[src/rtl/chan_ctrl_pkg.sv]
// ============================================================================
// Module : chan_ctrl_pkg
// Desc   : Shared field codes and channel state encoding for chan_ctrl_bank.
// Rev    : 1.0
// ============================================================================
`default_nettype none

package chan_ctrl_pkg;

   localparam logic [2:0] FLD_FRAME  = 3'd0;
   localparam logic [2:0] FLD_BLANK  = 3'd1;
   localparam logic [2:0] FLD_RBEG   = 3'd2;
   localparam logic [2:0] FLD_REND   = 3'd3;
   localparam logic [2:0] FLD_CLR    = 3'd4;
   localparam logic [2:0] FLD_ERRCLR = 3'd5;

   typedef enum logic [1:0] {
      IDLE  = 2'd0,
      CLEAR = 2'd1,
      RUN   = 2'd2
   } chan_state_e;

endpackage

`default_nettype wire

[src/rtl/chan_ctrl_bank_if.sv]
// ============================================================================
// Module : chan_ctrl_bank_if
// Desc   : Host write/commit bus into the channel control register bank.
// Rev    : 1.0
// ============================================================================
`default_nettype none

interface chan_ctrl_bank_if #(
   parameter int CH_W = 2
);
   logic            cs_n;
   logic [CH_W-1:0] wr_ch;
   logic [2:0]      wr_field;
   logic [31:0]     wr_data;
   logic            commit;

   modport master (output cs_n, wr_ch, wr_field, wr_data, commit);
   modport slave  (input  cs_n, wr_ch, wr_field, wr_data, commit);
endinterface

`default_nettype wire

[src/rtl/chan_ctrl_fsm.sv]
// ============================================================================
// Module : chan_ctrl_fsm
// Desc   : Per-channel IDLE/CLEAR/RUN sequencer driving fifo_clr and run.
// Rev    : 1.0
// ============================================================================
`default_nettype none

module chan_ctrl_fsm
   import chan_ctrl_pkg::*;
#(
   parameter int CLR_CYCLES = 4
) (
   input  logic clk,
   input  logic reset_n,
   input  logic start,
   input  logic stop,
   input  logic clr_req,
   output logic fifo_clr,
   output logic run,
   output logic busy,
   output logic idle
);

   localparam int                 c_cnt_w = $clog2(CLR_CYCLES + 1);
   localparam logic [c_cnt_w-1:0] c_last  = c_cnt_w'(CLR_CYCLES - 1);
   localparam logic [c_cnt_w-1:0] c_one   = c_cnt_w'(1);

   chan_state_e        r_state;
   chan_state_e        w_state_nxt;
   logic [c_cnt_w-1:0] r_cnt;
   logic [c_cnt_w-1:0] w_cnt_nxt;
   logic               r_ret;
   logic               w_ret_nxt;

   always_ff @(posedge clk or negedge reset_n) begin
      if (!reset_n) begin
         r_state <= IDLE;
         r_cnt   <= '0;
         r_ret   <= 1'b0;
      end else begin
         r_state <= w_state_nxt;
         r_cnt   <= w_cnt_nxt;
         r_ret   <= w_ret_nxt;
      end
   end

   // Stop outranks every transition, including a clear request issued in IDLE.
   always_comb begin
      w_state_nxt = r_state;
      w_cnt_nxt   = r_cnt;
      w_ret_nxt   = r_ret;
      fifo_clr    = 1'b0;
      run         = 1'b0;
      busy        = 1'b1;
      idle        = 1'b0;
      case (r_state)
         IDLE: begin
            busy = 1'b0;
            idle = 1'b1;
            if (!stop && (start || clr_req)) begin
               w_state_nxt = CLEAR;
               w_cnt_nxt   = '0;
               w_ret_nxt   = start;
            end
         end
         CLEAR: begin
            fifo_clr = 1'b1;
            if (stop) begin
               w_state_nxt = IDLE;
            end else if (r_cnt == c_last) begin
               w_state_nxt = r_ret ? RUN : IDLE;
            end else begin
               w_cnt_nxt = r_cnt + c_one;
            end
         end
         RUN: begin
            run = 1'b1;
            if (stop) begin
               w_state_nxt = IDLE;
            end
         end
         default: begin
            w_state_nxt = IDLE;
         end
      endcase
   end

endmodule

`default_nettype wire

[src/rtl/chan_ctrl_bank.sv]
// ============================================================================
// Module : chan_ctrl_bank
// Desc   : Shadow/active per-channel control registers with validated commit.
// Rev    : 1.0
// ============================================================================
`default_nettype none

module chan_ctrl_bank
   import chan_ctrl_pkg::*;
#(
   parameter int NUM_CH     = 4,
   parameter int CH_W       = 2,
   parameter int LEN_W      = 16,
   parameter int ADDR_W     = 16,
   parameter int CLR_CYCLES = 4
) (
   input  logic                     clk,
   input  logic                     reset_n,
   chan_ctrl_bank_if.slave          host,
   input  logic [NUM_CH-1:0]        start,
   input  logic [NUM_CH-1:0]        stop,
   output logic [NUM_CH*LEN_W-1:0]  frame_len,
   output logic [NUM_CH*LEN_W-1:0]  blank_len,
   output logic [NUM_CH*ADDR_W-1:0] rdaddr_begin,
   output logic [NUM_CH*ADDR_W-1:0] rdaddr_end,
   output logic [NUM_CH-1:0]        fifo_clr,
   output logic [NUM_CH-1:0]        run,
   output logic [NUM_CH-1:0]        cfg_err,
   output logic                     busy
);

   logic [NUM_CH-1:0] w_busy;
   logic              w_unused_data;

   assign w_unused_data = ^host.wr_data;
   assign busy          = |w_busy;

   for (genvar i = 0; i < NUM_CH; i++) begin : g_ch
      logic              w_sel;
      logic              w_wr;
      logic              w_com;
      logic              w_clr_req;
      logic              w_idle;
      logic [LEN_W-1:0]  r_sh_frame;
      logic [LEN_W-1:0]  r_sh_blank;
      logic [ADDR_W-1:0] r_sh_rbeg;
      logic [ADDR_W-1:0] r_sh_rend;
      logic [LEN_W-1:0]  r_act_frame;
      logic [LEN_W-1:0]  r_act_blank;
      logic [ADDR_W-1:0] r_act_rbeg;
      logic [ADDR_W-1:0] r_act_rend;
      logic              r_cfg_err;

      // Channel indices at or above NUM_CH never match, so those writes drop out.
      assign w_sel     = (host.wr_ch == CH_W'(i));
      assign w_wr      = !host.cs_n && w_sel;
      assign w_com     = host.commit && w_sel;
      assign w_clr_req = w_wr && (host.wr_field == FLD_CLR);

      always_ff @(posedge clk or negedge reset_n) begin
         if (!reset_n) begin
            r_sh_frame  <= '0;
            r_sh_blank  <= '0;
            r_sh_rbeg   <= '0;
            r_sh_rend   <= '0;
            r_act_frame <= '0;
            r_act_blank <= '0;
            r_act_rbeg  <= '0;
            r_act_rend  <= '0;
            r_cfg_err   <= 1'b0;
         end else begin
            if (w_wr) begin
               case (host.wr_field)
                  FLD_FRAME:  r_sh_frame <= host.wr_data[LEN_W-1:0];
                  FLD_BLANK:  r_sh_blank <= host.wr_data[LEN_W-1:0];
                  FLD_RBEG:   r_sh_rbeg  <= host.wr_data[ADDR_W-1:0];
                  FLD_REND:   r_sh_rend  <= host.wr_data[ADDR_W-1:0];
                  FLD_ERRCLR: if (host.wr_data[0]) r_cfg_err <= 1'b0;
                  default:    ;
               endcase
            end
            // Commit samples the shadow before any same-edge write lands.
            if (w_com) begin
               if (w_idle && (r_sh_rbeg <= r_sh_rend)) begin
                  r_act_frame <= r_sh_frame;
                  r_act_blank <= r_sh_blank;
                  r_act_rbeg  <= r_sh_rbeg;
                  r_act_rend  <= r_sh_rend;
               end else begin
                  r_cfg_err <= 1'b1;
               end
            end
         end
      end

      chan_ctrl_fsm #(
         .CLR_CYCLES (CLR_CYCLES)
      ) u_fsm (
         .clk      (clk),
         .reset_n  (reset_n),
         .start    (start[i]),
         .stop     (stop[i]),
         .clr_req  (w_clr_req),
         .fifo_clr (fifo_clr[i]),
         .run      (run[i]),
         .busy     (w_busy[i]),
         .idle     (w_idle)
      );

      assign frame_len[i*LEN_W +: LEN_W]     = r_act_frame;
      assign blank_len[i*LEN_W +: LEN_W]     = r_act_blank;
      assign rdaddr_begin[i*ADDR_W +: ADDR_W] = r_act_rbeg;
      assign rdaddr_end[i*ADDR_W +: ADDR_W]   = r_act_rend;
      assign cfg_err[i]                       = r_cfg_err;
   end

endmodule

`default_nettype wire
[src/flat_wrapper.sv]
// flat-port wrapper written by rule: the top's interface ports become plain ports
module chan_ctrl_bank_flat import chan_ctrl_pkg::*;
#(
   parameter int NUM_CH     = 4,
   parameter int CH_W       = 2,
   parameter int LEN_W      = 16,
   parameter int ADDR_W     = 16,
   parameter int CLR_CYCLES = 4
)
  (clk, reset_n, start, stop, frame_len, blank_len, rdaddr_begin, rdaddr_end, fifo_clr, run, cfg_err, busy, host_cs_n, host_wr_ch, host_wr_field, host_wr_data, host_commit);
  chan_ctrl_bank_if #(.CH_W(CH_W)) host_i ();
  input  logic clk;
  input  logic reset_n;
  input  logic [NUM_CH-1:0] start;
  input  logic [NUM_CH-1:0] stop;
  output logic [NUM_CH*LEN_W-1:0] frame_len;
  output logic [NUM_CH*LEN_W-1:0] blank_len;
  output logic [NUM_CH*ADDR_W-1:0] rdaddr_begin;
  output logic [NUM_CH*ADDR_W-1:0] rdaddr_end;
  output logic [NUM_CH-1:0] fifo_clr;
  output logic [NUM_CH-1:0] run;
  output logic [NUM_CH-1:0] cfg_err;
  output logic busy;
  input wire logic [$bits(host_i.cs_n)-1:0] host_cs_n;
  input wire logic [$bits(host_i.wr_ch)-1:0] host_wr_ch;
  input wire logic [$bits(host_i.wr_field)-1:0] host_wr_field;
  input wire logic [$bits(host_i.wr_data)-1:0] host_wr_data;
  input wire logic [$bits(host_i.commit)-1:0] host_commit;
  assign host_i.cs_n = host_cs_n;
  assign host_i.wr_ch = host_wr_ch;
  assign host_i.wr_field = host_wr_field;
  assign host_i.wr_data = host_wr_data;
  assign host_i.commit = host_commit;
  chan_ctrl_bank #(.NUM_CH(NUM_CH), .CH_W(CH_W), .LEN_W(LEN_W), .ADDR_W(ADDR_W), .CLR_CYCLES(CLR_CYCLES)) u_core (.clk(clk), .reset_n(reset_n), .host(host_i), .start(start), .stop(stop), .frame_len(frame_len), .blank_len(blank_len), .rdaddr_begin(rdaddr_begin), .rdaddr_end(rdaddr_end), .fifo_clr(fifo_clr), .run(run), .cfg_err(cfg_err), .busy(busy));
endmodule
[config.mk]
export PLATFORM = sky130hd
export DESIGN_NAME = chan_ctrl_bank_flat
export DESIGN_NICKNAME = d
export VERILOG_FILES = /design/src/rtl/chan_ctrl_pkg.sv /design/src/rtl/chan_ctrl_bank_if.sv /design/src/rtl/chan_ctrl_fsm.sv /design/src/rtl/chan_ctrl_bank.sv /design/src/flat_wrapper.sv
export SDC_FILE = /design/constraint.sdc
export NUM_CORES = 1
export LEC_CHECK = 0
export ABC_AREA = 1
export CORE_ASPECT_RATIO = 0.8
export CORE_MARGIN = 1
export CORE_UTILIZATION = 40
export CTS_BUF_LIST = sky130_fd_sc_hd__clkbuf_4
export DETAILED_ROUTE_END_ITERATION = 7
export SYNTH_ARGS = -nofsm -noshare
export SYNTH_HDL_FRONTEND = slang
export SYNTH_SLANG_ARGS = --single-unit
[constraint.sdc]
create_clock -name clk -period 2.1 [get_ports clk]
set_input_delay 0.525 -clock clk [delete_from_list [all_inputs] [get_ports clk]]
set_output_delay 0.525 -clock clk [all_outputs]
set_load 0.01 [all_outputs]
==> impl_metrics.csv, run 1 <==
group,metric,value,unit
power,ir_drop,0.642,mV
global_route,grt_usage,25.7,%
sta,tightestPinTransition,0.814,ns
critical_path,path_cells,"nor2_4 -> nand4_1 -> buf_6",
global_route,grt_max_degree,71,
synthesis,synth_seq_cells,540,
routing,drt-pass1-iter-count,6,
synthesis,avgSynthCellArea,9.13,um^2
floorplanning,core,55800,um^2
floorplanning,dieHeight,215,um
power,power.density,1200,nW/um^2
finish,final_util,56.0,%
critical_path,cpMaxStageDelayCell,"dfrtp_1",
critical_path,crit_fanout,3,
power,p_comb_share,34.6,%
finish,mostFrequentLayoutCell,"nand2_1",
power,fin_total_pwr,0.0376,W
sta,fin_ws,-0.356,ns
sta,hold_viol_final,0,
power,internal-power,0.0238,W
floorplanning,die_width,269,um
synthesis,yosys_warnings,0,
critical_path,worstPathRequired,1.57,ns
sta,fmax,407,MHz
routing,viasPerCell,5.32,
placed_design,numPortBuffers,301,
finish,nFillCells,4918,
finish,areaGrowthSynthToFinish,37.2,%
global_route,antenna_found_initial,7,
floorplanning,dieArea,57900,um^2
clocking,clk_pin_slew,0.07,ns
routing,num_vias,20819,
sta,fin_crit_sh,117,%
critical_path,arrival,1.93,ns
finish,drive_gt1_share,32.1,%
critical_path,max_stage_delay,0.43,ns
run_status,violations,"negative setup slack",
routing,antenna_left,0,
sta,max_slew_margin,45.7,%
power,p_sw_share,36.7,%
global_route,grt_pass1_wl,113000,um
floorplanning,ios,318,
synthesis,ys_types,25,
power,power_frac_clock,24.7,%
routing,drtIter0Drc,2042,
routing,wire_per_inst,20.1,um
placed_design,dp_cells,3484,
finish,final_net_count,3188,
routing,drt_wl_total,78800,um
synthesis,synth_seq_area_share,59.4,%
run_status,status,"finished, violations left",
placed_design,gp_congestion,0.854,
floorplanning,rows,77,
clocking,cts_max_path_buffers,3,
placed_design,post-place-ws,-0.333,ns
synthesis,synth_area,22800,um^2
sta,fin_skew,0.0575,ns
placed_design,dp_hpwl,46300,um
routing,drc_errors,0,
sta,rsz0062_at_grt,"true",
power,seq_power_share,40.6,%
clocking,cts_tree,"yes",
sta,drv_slew,0,
clocking,clock_sinks,540,
worst_hold_path,min_path_type,"input port to asynchronous set/reset pin",
synthesis,syn-num-nets,2615,
finish,layout_common_cells,"765 x nand2_1, 534 x dfrtp_1, 273 x o21ai_0",
sta,finalCriticalPeriod,2.46,ns
synthesis,synth_cells,2494,
clocking,clk_latency,0.97,ns
clocking,cts-buffers-inserted,142,
critical_path,cp-end-kind,"output pin",
power,power.leakage,16.5,nW
run,drv_cap,0,
finish,stdcell_count,3916,
sta,finalSetupViolations,121,
clocking,cts_root_buffer,"clkbuf_4",
global_route,gr-total-overflow,0,
global_route,grt_pass1_vias,19480,
power,switchingPower,0.0138,W
floorplanning,start_util,40.8,%
critical_path,crit_type,"register to output pin",
critical_path,setup.worst_path.start_class,"register",
clocking,htree_levels,4,
## stage by stage
stage	instance area, um^2	setup TNS, ns	hold WS (ns)
floorplan	22800	0	0.229
global placement	27600	-69.65	0.447
detailed placement	27600	-75.14	0.441
CTS	29400	-7.15	0.154
global route	31200	-24.15	0.200
finish	31200	-7.16	0.241
## final cells by class
cell class                 count  area (um^2)  area share (%)
sequential                   540        13500            43.3
multi-input combinational   1637         8940            28.6
timing repair buffer         613         5550            17.8
clock buffer                 203         1520            4.88
tap                          750          938            3.00
inverter                     133          504            1.61
clock inverter                32          240           0.769
antenna                        8         20.0          0.0641
## Yosys cell counts, drive strengths merged
cell type,count,area [um^2]
a21o,4,30.0
a21oi,25,125
a221oi,1,8.76
buf,73,393
clkbuf,111,417
dfrtp,540,13500
ha,72,901
inv,133,499
nand2,909,3410
nand3,29,160
nand3b,1,7.51
nand4,262,1640
nor2,39,146
nor3,14,101
o21ai,276,1380
o22ai,1,6.26
or2,2,12.5
or4,2,15.0
## cells by family after synthesis
| family | synth area share (%) |
|---|---|
| simple gates | 24.1 |
| buf+inv | 5.75 |
| compound gates | 6.81 |
| flops | 59.4 |
| fa+ha+maj | 3.96 |
## timing repair
action | in CTS | in global routing
gates resized for setup | 1181 | 249
pin swaps | 12 | 31
hold endpoints to repair | 527 | 0
hold buffers | 2 | 0
gates cloned | 5 | 23
buffers inserted | 101 | 61
endpoints found under the setup margin | 293 | 329
## worst paths after layout
check | start | to | slack [ns] | cells after the start
setup / recovery | u_core.g_ch[3].u_fsm.r_state[0] | busy | -0.36 | 3
hold / removal | reset_n | u_core.g_ch[2].r_act_blank[3] | 0.24 | 3
setup reg to reg | u_core.g_ch[0].r_sh_rend[9] | u_core.g_ch[0].r_act_rend[6] | -0.13 | 10
hold reg to reg | u_core.g_ch[1].r_act_blank[8] | u_core.g_ch[1].r_act_blank[8] | 0.46 | 2
max in group asynchronous | reset_n | u_core.g_ch[0].u_fsm.r_state[1] | 1.31 | 3
min in group clk | start[2] | u_core.g_ch[2].u_fsm.r_ret | 0.27 | 3
## metal layers
metal	track usage, %	up-vias	routed length [um]
met5	0	-	0
met1	36.6	10228	34300
li1	-	9521	-
met4	10.2	0	2280
met3	6.16	146	6820
met2	37.6	924	35400
## flip-flops by register name (all words and copies together), names as in the netlist, 8 cells and up
| name | cells |
|---|---|
| u_core.g_ch.r_act_blank | 64 |
| u_core.g_ch.r_act_frame | 64 |
| u_core.g_ch.r_act_rbeg | 64 |
| u_core.g_ch.r_act_rend | 64 |
| u_core.g_ch.r_sh_blank | 64 |
| u_core.g_ch.r_sh_frame | 64 |
| u_core.g_ch.r_sh_rbeg | 64 |
| u_core.g_ch.r_sh_rend | 64 |
| u_core.g_ch.u_fsm.r_cnt | 12 |
| u_core.g_ch.u_fsm.r_state | 8 |
## power by group through the flow
| stage | combinational [W] | sequential (W) | clock, W |
|---|---|---|---|
| after detailed placement | 0.0114 | 0.0153 | 0 |
| after floorplan | 0.00480 | 0.0154 | 0 |
| after global placement | 0.0111 | 0.0152 | 0 |
| final | 0.0130 | 0.0153 | 0.00930 |
| after CTS | 0.0113 | 0.0150 | 0.00952 |
| after global routing | 0.0142 | 0.0155 | 0.0101 |
## critical path, delay by kind of cell, from the launching register on
family,cells,cell delay (ns)
flops,1,0.43
simple gates,2,0.38
buf+inv,1,0.19
(Power assumes the default switching activity.)
==> run 2: changes to the inputs <==
--- a/config.mk
+++ b/config.mk
@@ -11,6 +11,7 @@
 export CORE_UTILIZATION = 40
 export CTS_BUF_LIST = sky130_fd_sc_hd__clkbuf_4
 export DETAILED_ROUTE_END_ITERATION = 7
+export GPL_TIMING_DRIVEN = 0
 export SYNTH_ARGS = -nofsm -noshare
 export SYNTH_HDL_FRONTEND = slang
 export SYNTH_SLANG_ARGS = --single-unit
==> run 2 against run 1 <==
  * The flow still finishes with violations (negative setup slack)
  * Cell count increased by 1.5%
  * Worst hold slack lost 0.12 ns
  * Combinational power about the same
  * Clock-buffer cell count grew 3
  * Cell area fell by 3.3%
  * Non-clock buffer count up 64
  * Sequential cell count did not move
  * First-iteration DRC count up 2.4%
  * Die area is the same
  * Register-to-register slack gained 0.10 ns
  * Routed wire length down 1.1%
==> impl_metrics.csv, run 2 (synthesis gave the netlist of run 1 again) <==
group,metric,value,unit
floorplanning,start_util,40.8,%
routing,wire_per_inst,19.6,um
power,power.density,1230,nW/um^2
finish,finalInstanceArea,30200,um^2
clocking,clk_pin_slew,0.06,ns
routing,drc_errors,0,
sta,max_slew_margin,25.4,%
sta,fin_skew,0.0722,ns
global_route,grt_max_degree,124,
routing,num_vias,20814,
clocking,htree_levels,4,
sta,finalSetupViolations,20,
finish,drive_gt1_share,29.5,%
global_route,antenna_found_initial,7,
routing,viasPerCell,5.24,
clocking,clk_latency,0.99,ns
critical_path,worstPathRequired,1.57,ns
critical_path,crit_fanout,3,
finish,layout_common_cells,"816 x nand2_1, 522 x dfrtp_1, 274 x o21ai_0",
floorplanning,ios,318,
worst_hold_path,min_path_type,"input port to asynchronous set/reset pin",
critical_path,cp-end-kind,"output pin",
sta,rsz0062_at_grt,"true",
sta,finalSetupTns,-2.95,ns
critical_path,crit_end,"busy",
global_route,grt_usage,26.2,%
clocking,clock_sinks,540,
sta,fin_ws,-0.646,ns
power,power.leakage,16.1,nW
routing,drtIter0Drc,2090,
sta,tightestPinTransition,1.12,ns
sta,fin_crit_sh,131,%
critical_path,setup.worst_path.start_class,"register",
finish,areaGrowthSynthToFinish,32.7,%
routing,drt-pass1-iter-count,5,
floorplanning,dieHeight,215,um
clocking,cts_tree,"yes",
run_status,violations,"negative setup slack",
critical_path,worst-r2r-setup-slack,-0.03,ns
placed_design,gp_congestion,0.947,
global_route,grt_pass1_vias,19863,
sta,drv_slew,0,
sta,fmax,364,MHz
clocking,cts_root_buffer,"clkbuf_4",
critical_path,crit_type,"register to output pin",
power,fin_total_pwr,0.0371,W
finish,final_util,54.1,%
finish,final_net_count,3256,
run,drv_cap,0,
run_status,status,"finished, violations left",
sta,hold_viol_final,0,
power,ir_drop,0.443,mV
routing,antenna_left,0,
floorplanning,die_width,269,um
critical_path,reg2reg_depth,12,
global_route,grt_pass1_wl,114000,um
finish,mostFrequentLayoutCell,"nand2_1",
placed_design,dpl_cell_area,26800,um^2
critical_path,reg2reg_from,"u_core.g_ch[1].r_sh_rbeg[11]",
sta,finalCriticalPeriod,2.75,ns
critical_path,crit_start,"u_core.g_ch[1].u_fsm.r_state[0]",
floorplanning,dieArea,57900,um^2
routing,drt_wl_total,77900,um
clocking,cts-buffers-inserted,141,
critical_path,r2r_end,"u_core.g_ch[1].r_act_blank[12]",
clocking,cts_max_path_buffers,3,
critical_path,arrival,2.22,ns
placed_design,dp_hpwl,52700,um
floorplanning,core,55800,um^2
placed_design,numPortBuffers,301,
global_route,gr-total-overflow,0,
floorplanning,rows,77,
## run 2: cell types whose count changed in the layout (fill, tap and decap cells not counted), moves of 7 or more
cell,change
buf_12,-64
buf_2,+28
buf_4,-34
buf_6,+35
buf_8,+11
clkbuf_1,+86
clkinv_1,-10
dfrtp_1,-12
dfrtp_2,+12
nand2_1,+51
nand2_2,-15
nand2_4,-36
nor3_2,+7
## run 2: report_power, final
part	total [W]	switching [W]	internal, W	leakage [nW]
combinational	0.0129	0.00705	0.00582	8.02
clock	0.00890	0.00434	0.00455	1.00
sequential	0.0153	0.00222	0.0131	7.07
## run 2: metrics by stage
step                hold WS (ns)  setup slack [ns]  std cells
floorplan                  0.229             0.166       2494
global placement           0.455            -22.78       3545
detailed placement         0.459             -1.37       3549
CTS                       0.0468            -0.848       3866
global route               0.144            -0.715       3970
finish                     0.121            -0.646       3973
## run 2: what timing repair did
| action | in CTS | in global routing |
|---|---|---|
| setup buffers | 97 | 86 |
| pin swaps | 9 | 43 |
| hold buffers | 1 | 0 |
| setup endpoints to repair | 517 | 342 |
| resized for setup | 1207 | 354 |
| hold endpoints to repair | 78 | 0 |
| cloned | 0 | 22 |
## run 2: worst min path at each step
stage                              startpoint                              to  slack [ns]  depth (start not counted)
2_1_floorplan                         reset_n   u_core.g_ch[0].r_act_blank[0]        0.23                          0
3_3_place_gp    u_core.g_ch[3].r_act_frame[0]   u_core.g_ch[3].r_act_frame[0]        0.46                          2
3_5_place_dp   u_core.g_ch[1].r_act_blank[10]  u_core.g_ch[1].r_act_blank[10]        0.46                          2
4_1_cts                              start[1]      u_core.g_ch[1].u_fsm.r_ret        0.05                          3
5_1_grt                              start[1]      u_core.g_ch[1].u_fsm.r_ret        0.14                          3
6_report                              reset_n   u_core.g_ch[2].r_act_frame[4]        0.12                          2
## run 2: layout make-up
cell class / instances / area (um^2)
clock inverter: 19 / 104
timing repair buffer: 505 / 3800
antenna: 6 / 15.0
buffer: 172 / 1130
fill: 5063 / 25600
clock buffer: 206 / 1550
sequential: 540 / 13500
tap: 750 / 938
multi-input combinational: 1642 / 8620
inverter: 133 / 507
## run 2: worst max-delay path, cell delays in order, from the launching register on
cell	delay, ns
dfrtp_1	0.43
nor2_4	0.22
buf_8	0.15
nand4_1	0.21
buf_2	0.23
## run 2: routing by layer
| layer | part of all wire (%) | GRT usage, % | vias up |
|---|---|---|---|
| met4 | 2.0 | 9.66 | 0 |
| met1 | 46 | 39.0 | 10235 |
| met5 | 0 | 0 | - |
| li1 | - | - | 9652 |
| met3 | 7.7 | 4.82 | 105 |
| met2 | 44 | 37.8 | 822 |
